**config.mk**
```make
export PLATFORM = sky130hd
export DESIGN_NAME = imm_encoder
export DESIGN_NICKNAME = d
export VERILOG_FILES = /design/src/rtl/imm_encoder.sv
export SDC_FILE = /design/constraint.sdc
export NUM_CORES = 1
export LEC_CHECK = 0
export BUFFER_PORTS_ARGS = -buffer_cell sky130_fd_sc_hd__buf_4
export CAP_MARGIN = 20
export CORE_MARGIN = 2
export CORE_UTILIZATION = 37
export DETAILED_ROUTE_END_ITERATION = 10
export GPL_TIMING_DRIVEN = 0
export PLACE_DENSITY = 0.68
export RECOVER_POWER = 100
export SETUP_SLACK_MARGIN = 0.4
export SKIP_CTS_REPAIR_TIMING = 1
export SLEW_MARGIN = 20
export SYNTH_ARGS = -nofsm -noshare
export SYNTH_HDL_FRONTEND = slang
export SYNTH_SLANG_ARGS = --single-unit
```
**constraint.sdc**
```tcl
create_clock -name clk -period 2.1 [get_ports clk]
set_input_delay 0.42 -clock clk [delete_from_list [all_inputs] [get_ports clk]]
set_output_delay 0.42 -clock clk [all_outputs]
set_load 0.01 [all_outputs]
```
**src/rtl/imm_encoder.sv**
```systemverilog
`default_nettype none
// ============================================================================
//  Module      : imm_encoder
//  Description : Packs a 32-bit two's-complement immediate into the immediate
//                bit positions of an RV32I instruction template (I, S, SB, UJ
//                and U formats). Two-stage valid/ready pipeline with a
//                range/alignment check and a saturating error counter.
//  Revision    : 1.0 - initial release
// ----------------------------------------------------------------------------
//  Ports
//    clk        in   system clock, rising edge
//    rst_n      in   asynchronous active-low reset
//    in_valid   in   request valid
//    in_ready   out  encoder can accept a request this cycle
//    in_fmt     in   0=I 1=S 2=SB 3=UJ 4=U, 5..7 illegal
//    in_base    in   instruction template (opcode/rd/rs1/rs2/funct bits)
//    in_imm     in   immediate, two's complement
//    out_valid  out  result valid
//    out_ready  in   downstream accepts the result
//    out_instr  out  encoded instruction
//    out_err    out  immediate not representable or illegal format
//    err_count  out  saturating count of transferred results with out_err=1
// ============================================================================
module imm_encoder #(
    parameter int CNT_W = 16
) (
    input  logic             clk,
    input  logic             rst_n,
    input  logic             in_valid,
    output logic             in_ready,
    input  logic [2:0]       in_fmt,
    input  logic [31:0]      in_base,
    input  logic [31:0]      in_imm,
    output logic             out_valid,
    input  logic             out_ready,
    output logic [31:0]      out_instr,
    output logic             out_err,
    output logic [CNT_W-1:0] err_count
);

    localparam logic [2:0] c_FMT_I  = 3'd0;
    localparam logic [2:0] c_FMT_S  = 3'd1;
    localparam logic [2:0] c_FMT_SB = 3'd2;
    localparam logic [2:0] c_FMT_UJ = 3'd3;
    localparam logic [2:0] c_FMT_U  = 3'd4;

    localparam logic [CNT_W-1:0] c_CNT_MAX = {CNT_W{1'b1}};

    // ------------------------------------------------------------------
    // Range / alignment / format check, evaluated on the request itself so
    // that S1 only has to carry a single error bit forward.
    // ------------------------------------------------------------------
    function automatic logic f_imm_err(input logic [2:0] fmt, input logic [31:0] imm);
        logic err;
        err = 1'b1;
        case (fmt)
            c_FMT_I, c_FMT_S: err = (imm != {{20{imm[11]}}, imm[11:0]});
            c_FMT_SB:         err = (imm != {{19{imm[12]}}, imm[12:0]}) || imm[0];
            c_FMT_UJ:         err = (imm != {{11{imm[20]}}, imm[20:0]}) || imm[0];
            c_FMT_U:          err = (imm[11:0] != 12'd0);
            default:          err = 1'b1;
        endcase
        return err;
    endfunction

    // ------------------------------------------------------------------
    // Stage registers
    // ------------------------------------------------------------------
    logic        r_s1_valid;
    logic [2:0]  r_s1_fmt;
    logic [31:0] r_s1_base;
    logic [31:0] r_s1_imm;
    logic        r_s1_err;

    logic        r_s2_valid;
    logic [31:0] r_s2_instr;
    logic        r_s2_err;

    logic [CNT_W-1:0] r_err_count;

    // S2 takes new data when it is empty or is handing its word off now;
    // S1 moves forward on exactly the same condition.
    logic w_s2_load;
    logic w_s1_accept;
    logic w_out_xfer;

    assign w_s2_load   = !r_s2_valid || out_ready;
    assign in_ready    = !r_s1_valid || w_s2_load;
    assign w_s1_accept = in_valid && in_ready;
    assign w_out_xfer  = r_s2_valid && out_ready;

    // ------------------------------------------------------------------
    // Packing of the S1 contents. w_mask marks the immediate bit positions
    // of the format; w_field holds the immediate scattered into them.
    // Illegal formats use an empty mask so the template passes through.
    // ------------------------------------------------------------------
    logic [31:0] w_mask;
    logic [31:0] w_field;
    logic [31:0] w_packed;

    always_comb begin
        w_mask  = 32'h0000_0000;
        w_field = 32'h0000_0000;
        case (r_s1_fmt)
            c_FMT_I: begin
                w_mask  = 32'hFFF0_0000;
                w_field = {r_s1_imm[11:0], 20'd0};
            end
            c_FMT_S: begin
                w_mask  = 32'hFE00_0F80;
                w_field = {r_s1_imm[11:5], 13'd0, r_s1_imm[4:0], 7'd0};
            end
            c_FMT_SB: begin
                w_mask  = 32'hFE00_0F80;
                w_field = {r_s1_imm[12], r_s1_imm[10:5], 13'd0,
                           r_s1_imm[4:1], r_s1_imm[11], 7'd0};
            end
            c_FMT_UJ: begin
                w_mask  = 32'hFFFF_F000;
                w_field = {r_s1_imm[20], r_s1_imm[10:1], r_s1_imm[11],
                           r_s1_imm[19:12], 12'd0};
            end
            c_FMT_U: begin
                w_mask  = 32'hFFFF_F000;
                w_field = {r_s1_imm[31:12], 12'd0};
            end
            default: begin
                w_mask  = 32'h0000_0000;
                w_field = 32'h0000_0000;
            end
        endcase
        // On a range error the immediate positions are left cleared.
        w_packed = (r_s1_base & ~w_mask) | (r_s1_err ? 32'h0000_0000 : w_field);
    end

    // ------------------------------------------------------------------
    // Stage 1
    // ------------------------------------------------------------------
    always_ff @(posedge clk or negedge rst_n) begin
        if (!rst_n) begin
            r_s1_valid <= 1'b0;
            r_s1_fmt   <= 3'd0;
            r_s1_base  <= 32'd0;
            r_s1_imm   <= 32'd0;
            r_s1_err   <= 1'b0;
        end else if (in_ready) begin
            r_s1_valid <= in_valid;
            if (in_valid) begin
                r_s1_fmt  <= in_fmt;
                r_s1_base <= in_base;
                r_s1_imm  <= in_imm;
                r_s1_err  <= f_imm_err(in_fmt, in_imm);
            end
        end
    end

    // ------------------------------------------------------------------
    // Stage 2 (output register); holds its word while stalled.
    // ------------------------------------------------------------------
    always_ff @(posedge clk or negedge rst_n) begin
        if (!rst_n) begin
            r_s2_valid <= 1'b0;
            r_s2_instr <= 32'd0;
            r_s2_err   <= 1'b0;
        end else if (w_s2_load) begin
            r_s2_valid <= r_s1_valid;
            if (r_s1_valid) begin
                r_s2_instr <= w_packed;
                r_s2_err   <= r_s1_err;
            end
        end
    end

    // ------------------------------------------------------------------
    // Error counter: counts errored results as they leave, saturating.
    // ------------------------------------------------------------------
    always_ff @(posedge clk or negedge rst_n) begin
        if (!rst_n) begin
            r_err_count <= '0;
        end else if (w_out_xfer && r_s2_err && (r_err_count != c_CNT_MAX)) begin
            r_err_count <= r_err_count + CNT_W'(1);
        end
    end

    assign out_valid = r_s2_valid;
    assign out_instr = r_s2_instr;
    assign out_err   = r_s2_err;
    assign err_count = r_err_count;

    // w_s1_accept is kept for readability of the handshake; it has no
    // further consumer because S1 loads directly on in_ready.
    logic w_unused;
    assign w_unused = w_s1_accept;

endmodule
`default_nettype wire

```
# After elaboration in Yosys (flattened, before gate mapping)
# Cells that the tools add are included.
totals:
  output_inout_bits: 51
  elab_cells: 46
  inputBits: 71
  regBits: 119
op_classes:
  bitwise_logic: 3
  n_mux: 4
  eq_ne: 12
  reduce_logical: 17
  n_addsub: 1
ops:
  columns: ["cell", "n"]
  rows:
  - ["32-bit one-hot mux with 5 select lines", 1]
  - ["32-bit one-hot mux with 3 select lines", 1]
  - ["32-bit AND", 1]
  - ["32-bit two-way mux", 1]
  - ["32-bit inverter", 1]
  - ["32-bit OR", 1]
  - ["20-bit != test", 1]
  - ["19-bit != test", 1]
  - ["16-bit by 1-bit adder with 16-bit output, second input constant", 1]
  - ["16-bit != test, second input constant", 1]
  - ["3-bit by 2-bit equality test with 1-bit output, second input constant", 4]
  - ["12-bit nonzero test", 1]
  - ["11-bit != test", 1]
  - ["3-bit by 1-bit equality test with 1-bit output, second input constant", 2]
  - ["3-bit equality test, second input constant", 2]
  - ["3-bit logical NOT", 2]
  - ["2-bit OR reduction", 3]
  - ["1-bit logical OR", 4]
  - ["1-bit one-hot mux with 4 select lines", 1]
  - ["2-bit AND reduction", 2]
  - ["1-bit logical AND", 3]
  - ["1-bit logical NOT", 2]

# Longest topological paths before layout
# Gate-level depths: netlist of run 1.
logic_depth:
  ltp_word: 6
  ltp_mapped: 8
  mapped_depth_nobuf: 6

# Worst setup path before layout of run 1
# No wires, ideal clock.
synth_timing:
  path_kind: "reg2reg"
  startpoint: "register r_err_count[6], in the netlist err_count[6]"
  endpoint: "register r_err_count[1], in the netlist err_count[1]"
  arrival_time_ns: 1.525
  setup_ns: 0.125
  t_required_ns: 1.975
  setup_slack_ns: 0.451
  path_buffers: 0
  stages_incl_launch_ff: 5
  period_less_slack_ns: 1.649
  cell_sequence: "dfrtp_1 and3_1 and3_2 a21oi_1 mux2_2"
synth_via:
  elab_chain_cells: 2
synth_lines:
  columns: ["item", "line", "source"]
  rows:
  - ["start, declared", "79", "logic [CNT_W-1:0] r_err_count;"]
  - ["start signal, assigned", "181", "r_err_count <= r_err_count + CNT_W'(1);"]
  - ["16-bit != test", "180", "end else if (w_out_xfer && r_s2_err && (r_err_count != c_CNT_MAX)) begin"]
  - ["1-bit logical AND", "180", null]
# Every way passes these cells.
# A chain may end at the register's enable or synchronous reset.

# Worst setup path in the final report of run 1
layout_timing:
  startpoint: "register r_s1_fmt[1]"
  endpoint: "register r_s2_instr[15], in the netlist out_instr[15]"
layout_via:
  elab_chain_cells: 6
  elab_cells_between_ends: 13
  classes_between: "eq/ne: 4; mux: 3; bitwise: 3; reduce/logical: 3"
layout_lines:
  columns: ["item", "line", "source"]
  rows:
  - ["start, declared", "70", "logic [2:0] r_s1_fmt;"]
  - ["start signal, assigned", "149", "r_s1_fmt <= in_fmt;"]
  - ["3-bit equality test (tied with other cells)", "104", "case (r_s1_fmt)"]
  - ["2-bit OR reduction (no source line)", null, null]
  - ["32-bit one-hot mux with 3 select lines", "104", null]
  - ["32-bit inverter", "133", "w_packed = (r_s1_base & ~w_mask) | (r_s1_err ? 32'h0000_0000 : w_field);"]
  - ["32-bit AND", "133", null]
  - ["32-bit OR (*)", "133", null]
  - ["end signal, assigned", "168", "r_s2_instr <= w_packed;"]
  - ["end, declared", "76", "logic [31:0] r_s2_instr;"]
# Mark *: on every way between the ends. The rest lies on a longest branch, timed or not.

==> summary.md, run 1 <==
| Metric | Value |
|---|---|
| Fraction of layout cells with a size suffix above 1 | `between 30% and 40%` |
| Part of the total power dissipated in combinational logic | `20.8%` |
| Fraction of synthesis flops using an asynchronous set or reset pin | `100%` |
| Minimum clock period | `1.82 ns` |
| Switching power share of the total | `28.2%` |
| Number of endpoints failing setup at the final stage | `0` |
| Hold Vio Cnt, Final | `0` |
| EDFF count, synth | `0` |
| Largest net degree at the start of global routing | `between 80 and 90` |
| Proportion of synthesized chip area in sequential cells | `55.7%` |
| Clk slew on worst S/H paths | `roughly 0.05 ns` |
| Initial cell density of the core | `38.2%` |
| Final HPWL DP | `just over 10000 um` |
| Required time of the critical path | `roughly 2.4 ns` |
| Core Area | `approximately 14000 um2` |
| CTS tree | `yes` |
| Vias per std cell | `about 5.3` |
| Max Freq | `~550 MHz` |
| Final count of pins violating max slew | `0` |
| Number of distinct library cell variants in the gate-level netlist after synthesis | `44` |
| CP max stage delay | `around 0.33 ns` |
| Max H-tree Level | `4` |
| Weighted congestion at the end of routability-driven global placement | `approximately 0.83` |
| Horizontal die dimension | `124 um` |
| Post-detailed-route count of antenna-violating nets | `0` |
| Number of buffers inserted by port buffering | `121` |
| Total power per unit cell area | `between 1000 and 1500 nW/um2` |
| Critical path capture point type | `flip-flop` |
| Most numerous cell types in the synthesized netlist | `sky130_fd_sc_hd__dfrtp_1 (119), sky130_fd_sc_hd__mux2_2 (74), sky130_fd_sc_hd__nand2_1 (43)` |
| DR vias | `between 4000 and 5000` |
| Pre-CTS setup slack | `roughly 0.17 ns` |
| Cell count after synthesis | `around 460` |
| Routed Wire Length | `14100 um` |
| Total number of yosys warnings | `0` |
| Cell chosen for the clock root | `sky130_fd_sc_hd__clkbuf_16` |
| Most common flop cell mapped by yosys | `sky130_fd_sc_hd__dfrtp_1` |
| Setup crit start kind | `flip-flop` |
| Global-route wire length before repair | `21400 um` |
| Die Ht | `124 um` |
| Worst setup skew after layout | `about 0.013 ns` |
| DR iter-0 viols | `between 200 and 300` |
| Die Footprint | `about 15000 um2` |
| Insertion delay to the later sink of the worst-skew pair | `about 0.41 ns` |
| Filler Cell Count | `~1300` |
| Largest driver fanout on the critical path | `8` |
| # clock sinks | `roughly 120` |
| Ranking of synthesized cells by area | `sky130_fd_sc_hd__dfrtp_1 (56%), sky130_fd_sc_hd__mux2_2 (16%), sky130_fd_sc_hd__o21ai_0 (3.3%)` |
| Post-synthesis sequential element count | `between 100 and 150` |
| DRC | `0` |
| Most frequent cell after synthesis | `sky130_fd_sc_hd__dfrtp_1` |
| Cell breakdown of the critical path | `clkbuf_1, and3b_1, clkbuf_4, a21oi_4, buf_4, nor3b_1, a21oi_1, o21ai_0` |
| Overall global routing resource usage | `between 10% and 20%` |
| Post-Syn Nets | `530` |
| Top-Level Pins | `~120` |
| Critical path class | `reg2reg` |
| Wire length per cell | `17.5 um` |
| Slowest-stage cell, CP | `sky130_fd_sc_hd__dfrtp_1` |
| Post-synthesis instance area | `between 5000 and 6000 um2` |
| Buffer depth of the longest clock path | `2` |
| Tightest slew margin relative to the limit | `roughly 37%` |
| Sum Neg Setup Slack | `0 ns` |
| Remaining global-route overflow | `0` |
| Leakage power summed over all cells | `around 3.1 nW` |
| Number of CTS-inserted buffers | `17` |
| Max_cap viols | `0` |
| Final #Nets | `between 600 and 700` |
| Clock share of power | `37.8%` |
| Highest ir drop seen on vdd | `0.563 mV` |
| Internal power consumption | `around 0.0052 W` |
| Cell type with the highest aggregate area in the netlist | `sky130_fd_sc_hd__dfrtp_1` |
| Mean area per synthesized cell | `~12 um2` |
| Post-layout worst setup margin | `between 0.2 and 0.3 ns` |
| Actual slew at the worst max-slew pin | `around 0.94 ns` |
| RSZ-0062 raised after global routing | `true` |
| Number of search-and-repair iterations in the first detailed-routing pass | `5` |
| Via count of the first global-routing pass | `approximately 4200` |
| Reported net switching power | `around 0.0020 W` |
| Period Utilization, post-route | `around 87%` |
| Part of the power in registers | `41.4%` |
| Area growth syn-to-layout | `31.7%` |
| Type of the worst min-delay path | `in2reg` |
| Total inserted antenna cells | `0` |
| Top cell type's share of synthesized area | `a little under three fifths` |
| Run status | `complete, no violations` |
| Cell row count | `43` |
| Crit path arrival time | `about 2.2 ns` |
| Antenna violations before repair | `0` |
[cell type report]
type	instances	area, um2	share of cell area, %
buffer	23	129	1.83
clock inverter	10	105	1.49
inverter	6	22.5	0.320
multi-input combinational	310	2280	32.3
clock buffer	21	450	6.40
sequential	119	2980	42.3
timing repair buffer	133	851	12.1
tap	180	225	3.20
[final timing paths]
path	start	end	slack [ns]	cells after the start
worst max-delay path	r_s1_fmt[1]	out_instr[15]	0.28	8
worst min-delay path	in_valid	r_s1_valid	0.22	2
worst max register to register	r_s1_fmt[1]	out_instr[15]	0.28	8
worst min register to register	out_instr[11]	out_instr[11]	0.48	2
max in group asynchronous	rst_n	err_count[0]	0.49	3
min in group asynchronous	rst_n	out_instr[4]	0.70	2
[layer usage]
| layer | vias up | GRT usage [%] | wire length [um] |
|---|---|---|---|
| met4 | 0 | 6.25 | 216 |
| met2 | 147 | 29.1 | 6650 |
| met5 | - | 0 | 0 |
| li1 | 1962 | - | - |
| met3 | 26 | 4.90 | 964 |
| met1 | 2081 | 24.3 | 6240 |
[worst max-delay path, delay by kind of cell, from the launching register on]
kind | cells | cell delay, ns
buffers and inverters | 3 | 0.66
AND/OR/NAND/NOR | 2 | 0.49
flip-flops | 1 | 0.33
AO/OA/AOI/OAI | 3 | 0.25
[cells in the final DEF, fill, tap and decap left out, types with 7 or more instances in the layout]
master,n
sky130_fd_sc_hd__a21oi_1,17
sky130_fd_sc_hd__a22oi_1,9
sky130_fd_sc_hd__and3_1,8
sky130_fd_sc_hd__buf_4,81
sky130_fd_sc_hd__clkbuf_1,59
sky130_fd_sc_hd__clkbuf_16,17
sky130_fd_sc_hd__dfrtp_1,118
sky130_fd_sc_hd__mux2_2,74
sky130_fd_sc_hd__mux2i_1,7
sky130_fd_sc_hd__nand2_1,43
sky130_fd_sc_hd__nand3_1,16
sky130_fd_sc_hd__nor2_1,16
sky130_fd_sc_hd__nor3_1,9
sky130_fd_sc_hd__nor3b_1,8
sky130_fd_sc_hd__o21ai_0,32
sky130_fd_sc_hd__xnor2_1,7
sky130_fd_sc_hd__xor2_1,8
[state kept, by name, indices dropped and copies added, names as in the netlist]
register and flops:
r_s1_imm 32, r_s1_valid 1, err_count 16, out_valid 1, r_s1_err 1, r_s1_base 32, out_instr 32, out_err 1
r_s1_fmt 3
[logic make-up after synthesis]
family	Yosys count	synth area share (%)
muxes	81	16.9
xor gates and xnor gates	15	2.46
AOI/OAI and AO/OA	79	9.25
adders and majority gates	1	0.234
buffers and inverters	29	2.58
DFF	119	55.7
and+or+nand+nor	134	12.9
[through the flow]
step / total power, W / util [%] / instance area [um2] / hold WS [ns] / instances
after detailed placement: 0.00457 / 46.5 / 6510 / 0.339 / 760
after floorplan: 0.00378 / - / 5350 / 0.124 / 458
after global placement: 0.00449 / 46.3 / 6480 / 0.465 / 759
after CTS: 0.00732 / 50.5 / 7070 / -0.0942 / 791
final: 0.00722 / 50.3 / 7040 / 0.219 / 802
after global routing: 0.00758 / 50.3 / 7040 / 0.218 / 802
[power by group through the flow]
stage	combinational, W	sequential, W	clock [W]
4_1_cts	0.00154	0.00300	0.00278
5_1_grt	0.00166	0.00304	0.00288
3_3_place_gp	0.00148	0.00301	0
3_5_place_dp	0.00153	0.00304	0
2_1_floorplan	0.000725	0.00305	0
6_report	0.00150	0.00299	0.00273
Power figures use the tool's default switching activity.
==> inputs of run 2 (changes only) <==
--- a/config.mk
+++ b/config.mk
@@ -5,13 +5,13 @@
 export SDC_FILE = /design/constraint.sdc
 export NUM_CORES = 1
 export LEC_CHECK = 0
-export BUFFER_PORTS_ARGS = -buffer_cell sky130_fd_sc_hd__buf_4
 export CAP_MARGIN = 20
 export CORE_MARGIN = 2
 export CORE_UTILIZATION = 37
 export DETAILED_ROUTE_END_ITERATION = 10
+export DONT_BUFFER_PORTS = 1
 export GPL_TIMING_DRIVEN = 0
-export PLACE_DENSITY = 0.68
+export PLACE_DENSITY = 0.61
 export RECOVER_POWER = 100
 export SETUP_SLACK_MARGIN = 0.4
 export SKIP_CTS_REPAIR_TIMING = 1
==> run 2 against run 1 <==
The flow now finishes with violations (hold timing). Worst setup slack worse by 0.059 ns. Clock skew is 0.0058 ns lower. Sequential share of layout area grew 4.4 points. Critical path type unchanged. Hold slack worse by 0.51 ns. Fmax fell by 3.1%. Via count decreased by 11%. Core utilization shrank 4.7 points. Register-to-register slack got worse by 0.06 ns. Sequential cell count did not move. Non-clock buffer count decreased by 127. Largest power group unchanged. Design area is 9.4% lower.
==> summary.md, run 2 (same netlist as run 1, synthesis figures left out) <==
| Metric | Value |
|---|---|
| Run status | `complete, but fails checks` |
| Violated checks | `hold timing` |
| Leakage power summed over all cells | `roughly 2.7 nW` |
| Number of search-and-repair iterations in the first detailed-routing pass | `5` |
| Minimum clock period | `between 1.5 and 2 ns` |
| Hold Vio Cnt, Final | `between 100 and 150` |
| DRC | `0` |
| R2r worst-path depth | `6` |
| Cell row count | `43` |
| Final HPWL DP | `between 9000 and 10000 um` |
| Placed cell count | `~640` |
| Final #Nets | `about 560` |
| CP max stage delay | `0.51 ns` |
| Overall global routing resource usage | `a little under a fifth` |
| Clk slew on worst S/H paths | `around 0.050 ns` |
| DR iter-0 viols | `around 240` |
| Worst Hold Margin | `-0.294 ns` |
| Weighted congestion at the end of routability-driven global placement | `0.852` |
| Cell chosen for the clock root | `sky130_fd_sc_hd__clkbuf_16` |
| Crit path arrival time | `approximately 2.2 ns` |
| Largest net degree at the start of global routing | `120` |
| Wire length per cell | `just over 20 um` |
| Highest ir drop seen on vdd | `about 0.6 mV` |
| Most frequent cells in the layout | `sky130_fd_sc_hd__dfrtp_1 (119), sky130_fd_sc_hd__mux2_2 (74), sky130_fd_sc_hd__nand2_1 (42)` |
| Remaining global-route overflow | `0` |
| Max_cap viols | `0` |
| Max H-tree Level | `4` |
| DR vias | `roughly 3800` |
| Core Area | `about 14000 um2` |
| Total stage count of the critical path | `6` |
| Switching power share of the total | `28.0%` |
| Setup crit start kind | `flip-flop` |
| Type of the worst min-delay path | `in2async` |
| Filler Cell Count | `roughly 1300` |
| Buffers & Inverters on Critical Path | `0` |
| Number of buffers inserted by port buffering | `0` |
| Fraction of layout cells with a size suffix above 1 | `29.6%` |
| Die Footprint | `about 15000 um2` |
| Most common cell after layout, fill and taps aside | `sky130_fd_sc_hd__dfrtp_1` |
| Part of the power in registers | `~45%` |
| Vias per std cell | `about 5.6` |
| Final count of pins violating max slew | `0` |
| Tightest slew margin relative to the limit | `between 60% and 70%` |
| Internal power consumption | `0.00515 W` |
| Global-route wire length before repair | `about 21000 um` |
| Total power per unit cell area | `1120 nW/um2` |
| Critical path capture point | `err_count[14]` |
| Total Power Consumption | `between 0.007 and 0.008 W` |
| Filler-free cell count of the finished design | `around 680` |
| Worst setup skew after layout | `around 0.0076 ns` |
| Clock share of power | `about two fifths` |
| Reported net switching power | `around 0.0020 W` |
| Number of CTS-inserted buffers | `17` |
| Via count of the first global-routing pass | `roughly 3900` |
| RR Endpoint | `err_count[14]` |
| RSZ-0062 raised after global routing | `true` |
| R2r startpoint | `err_count[1]` |
| Die Ht | `~120 um` |
| Buffer depth of the longest clock path | `2` |
| Part of the total power dissipated in combinational logic | `around 14%` |
| Post-layout worst setup margin | `between 0.2 and 0.25 ns` |
| Actual slew at the worst max-slew pin | `between 0.5 and 0.6 ns` |
| Horizontal die dimension | `~120 um` |
| Routed Wire Length | `about 14000 um` |
| Period Utilization, post-route | `slightly below 90%` |
| Sum Neg Setup Slack | `0 ns` |
| Dominant delay contributor by cell family on the critical path | `simple AND/OR/NAND/NOR gates` |
| Antenna violations before repair | `1` |
| Pre-CTS setup slack | `0.155 ns` |
| Number of endpoints failing setup at the final stage | `0` |
| Critical path capture point type | `flip-flop` |
| Critical path class | `reg2reg` |
| Largest driver fanout on the critical path | `4` |
| Initial cell density of the core | `between 30% and 40%` |
| Critical path origin | `err_count[1]` |
| Slowest-stage cell, CP | `sky130_fd_sc_hd__dfrtp_1` |
| Max Freq | `~530 MHz` |
| Insertion delay to the later sink of the worst-skew pair | `between 0.4 and 0.5 ns` |
| Internal reg-to-reg setup slack | `around 0.22 ns` |
| Cell breakdown of the critical path | `ha_4, nand3_4, or3_1, o211ai_4, nor3_1, xor2_1` |
| Area growth syn-to-layout | `19.4%` |
| Post-detailed-route count of antenna-violating nets | `0` |
| Required time of the critical path | `roughly 2.4 ns` |
| # clock sinks | `between 100 and 150` |
| Top-Level Pins | `between 100 and 150` |
| CTS tree | `yes` |
## run 2: worst min-delay path by stage
stage                     start       endpoint  slack (ns)  depth (start not counted)
final                     rst_n   out_instr[5]       -0.29                          0
after global routing      rst_n  err_count[11]       -0.33                          0
after CTS                 rst_n   out_instr[9]       -0.32                          0
after detailed placement  rst_n   r_s1_base[0]        0.13                          0
after global placement    rst_n   r_s1_base[0]        0.13                          0
after floorplan           rst_n   err_count[0]        0.12                          0
## run 2: area by class of cell
class / instances / area (um2) / share of cell area (%)
multi-input cells: 310 / 2340 / 36.7
inverters: 6 / 22.5 / 0.353
well taps: 180 / 225 / 3.53
clock inverters: 12 / 151 / 2.37
diodes: 2 / 5.00 / 0.0784
plain buffers: 23 / 155 / 2.43
repair buffers: 6 / 45.0 / 0.706
clock buffers: 20 / 457 / 7.16
flip-flops and latches: 119 / 2980 / 46.7
## run 2: metrics by stage
stage               hold slack (ns)  area, um2  utilization [%]
floorplan                     0.124       5350                -
CTS                          -0.320       6180             44.2
detailed placement            0.129       5570             39.8
finish                       -0.294       6380             45.6
global placement              0.129       5570             39.8
global route                 -0.326       6370             45.6
## run 2: metal layers
metal / part of all wire [%] / GRT usage, % / routed length [um]
met5: 0 / 0 / 0
met4: 1.5 / 6.25 / 212
met3: 9.6 / 9.57 / 1350
met2: 48 / 29.6 / 6690
met1: 41 / 22.2 / 5710
## run 2: power by group through the flow
stage          Combinational [W]  Clock, W  Sequential, W
2_1_floorplan           0.000725         0        0.00305
3_3_place_gp            0.000859         0        0.00317
3_5_place_dp            0.000888         0        0.00319
4_1_cts                 0.000893   0.00301        0.00315
5_1_grt                  0.00111   0.00315        0.00324
6_report                0.000996   0.00297        0.00318
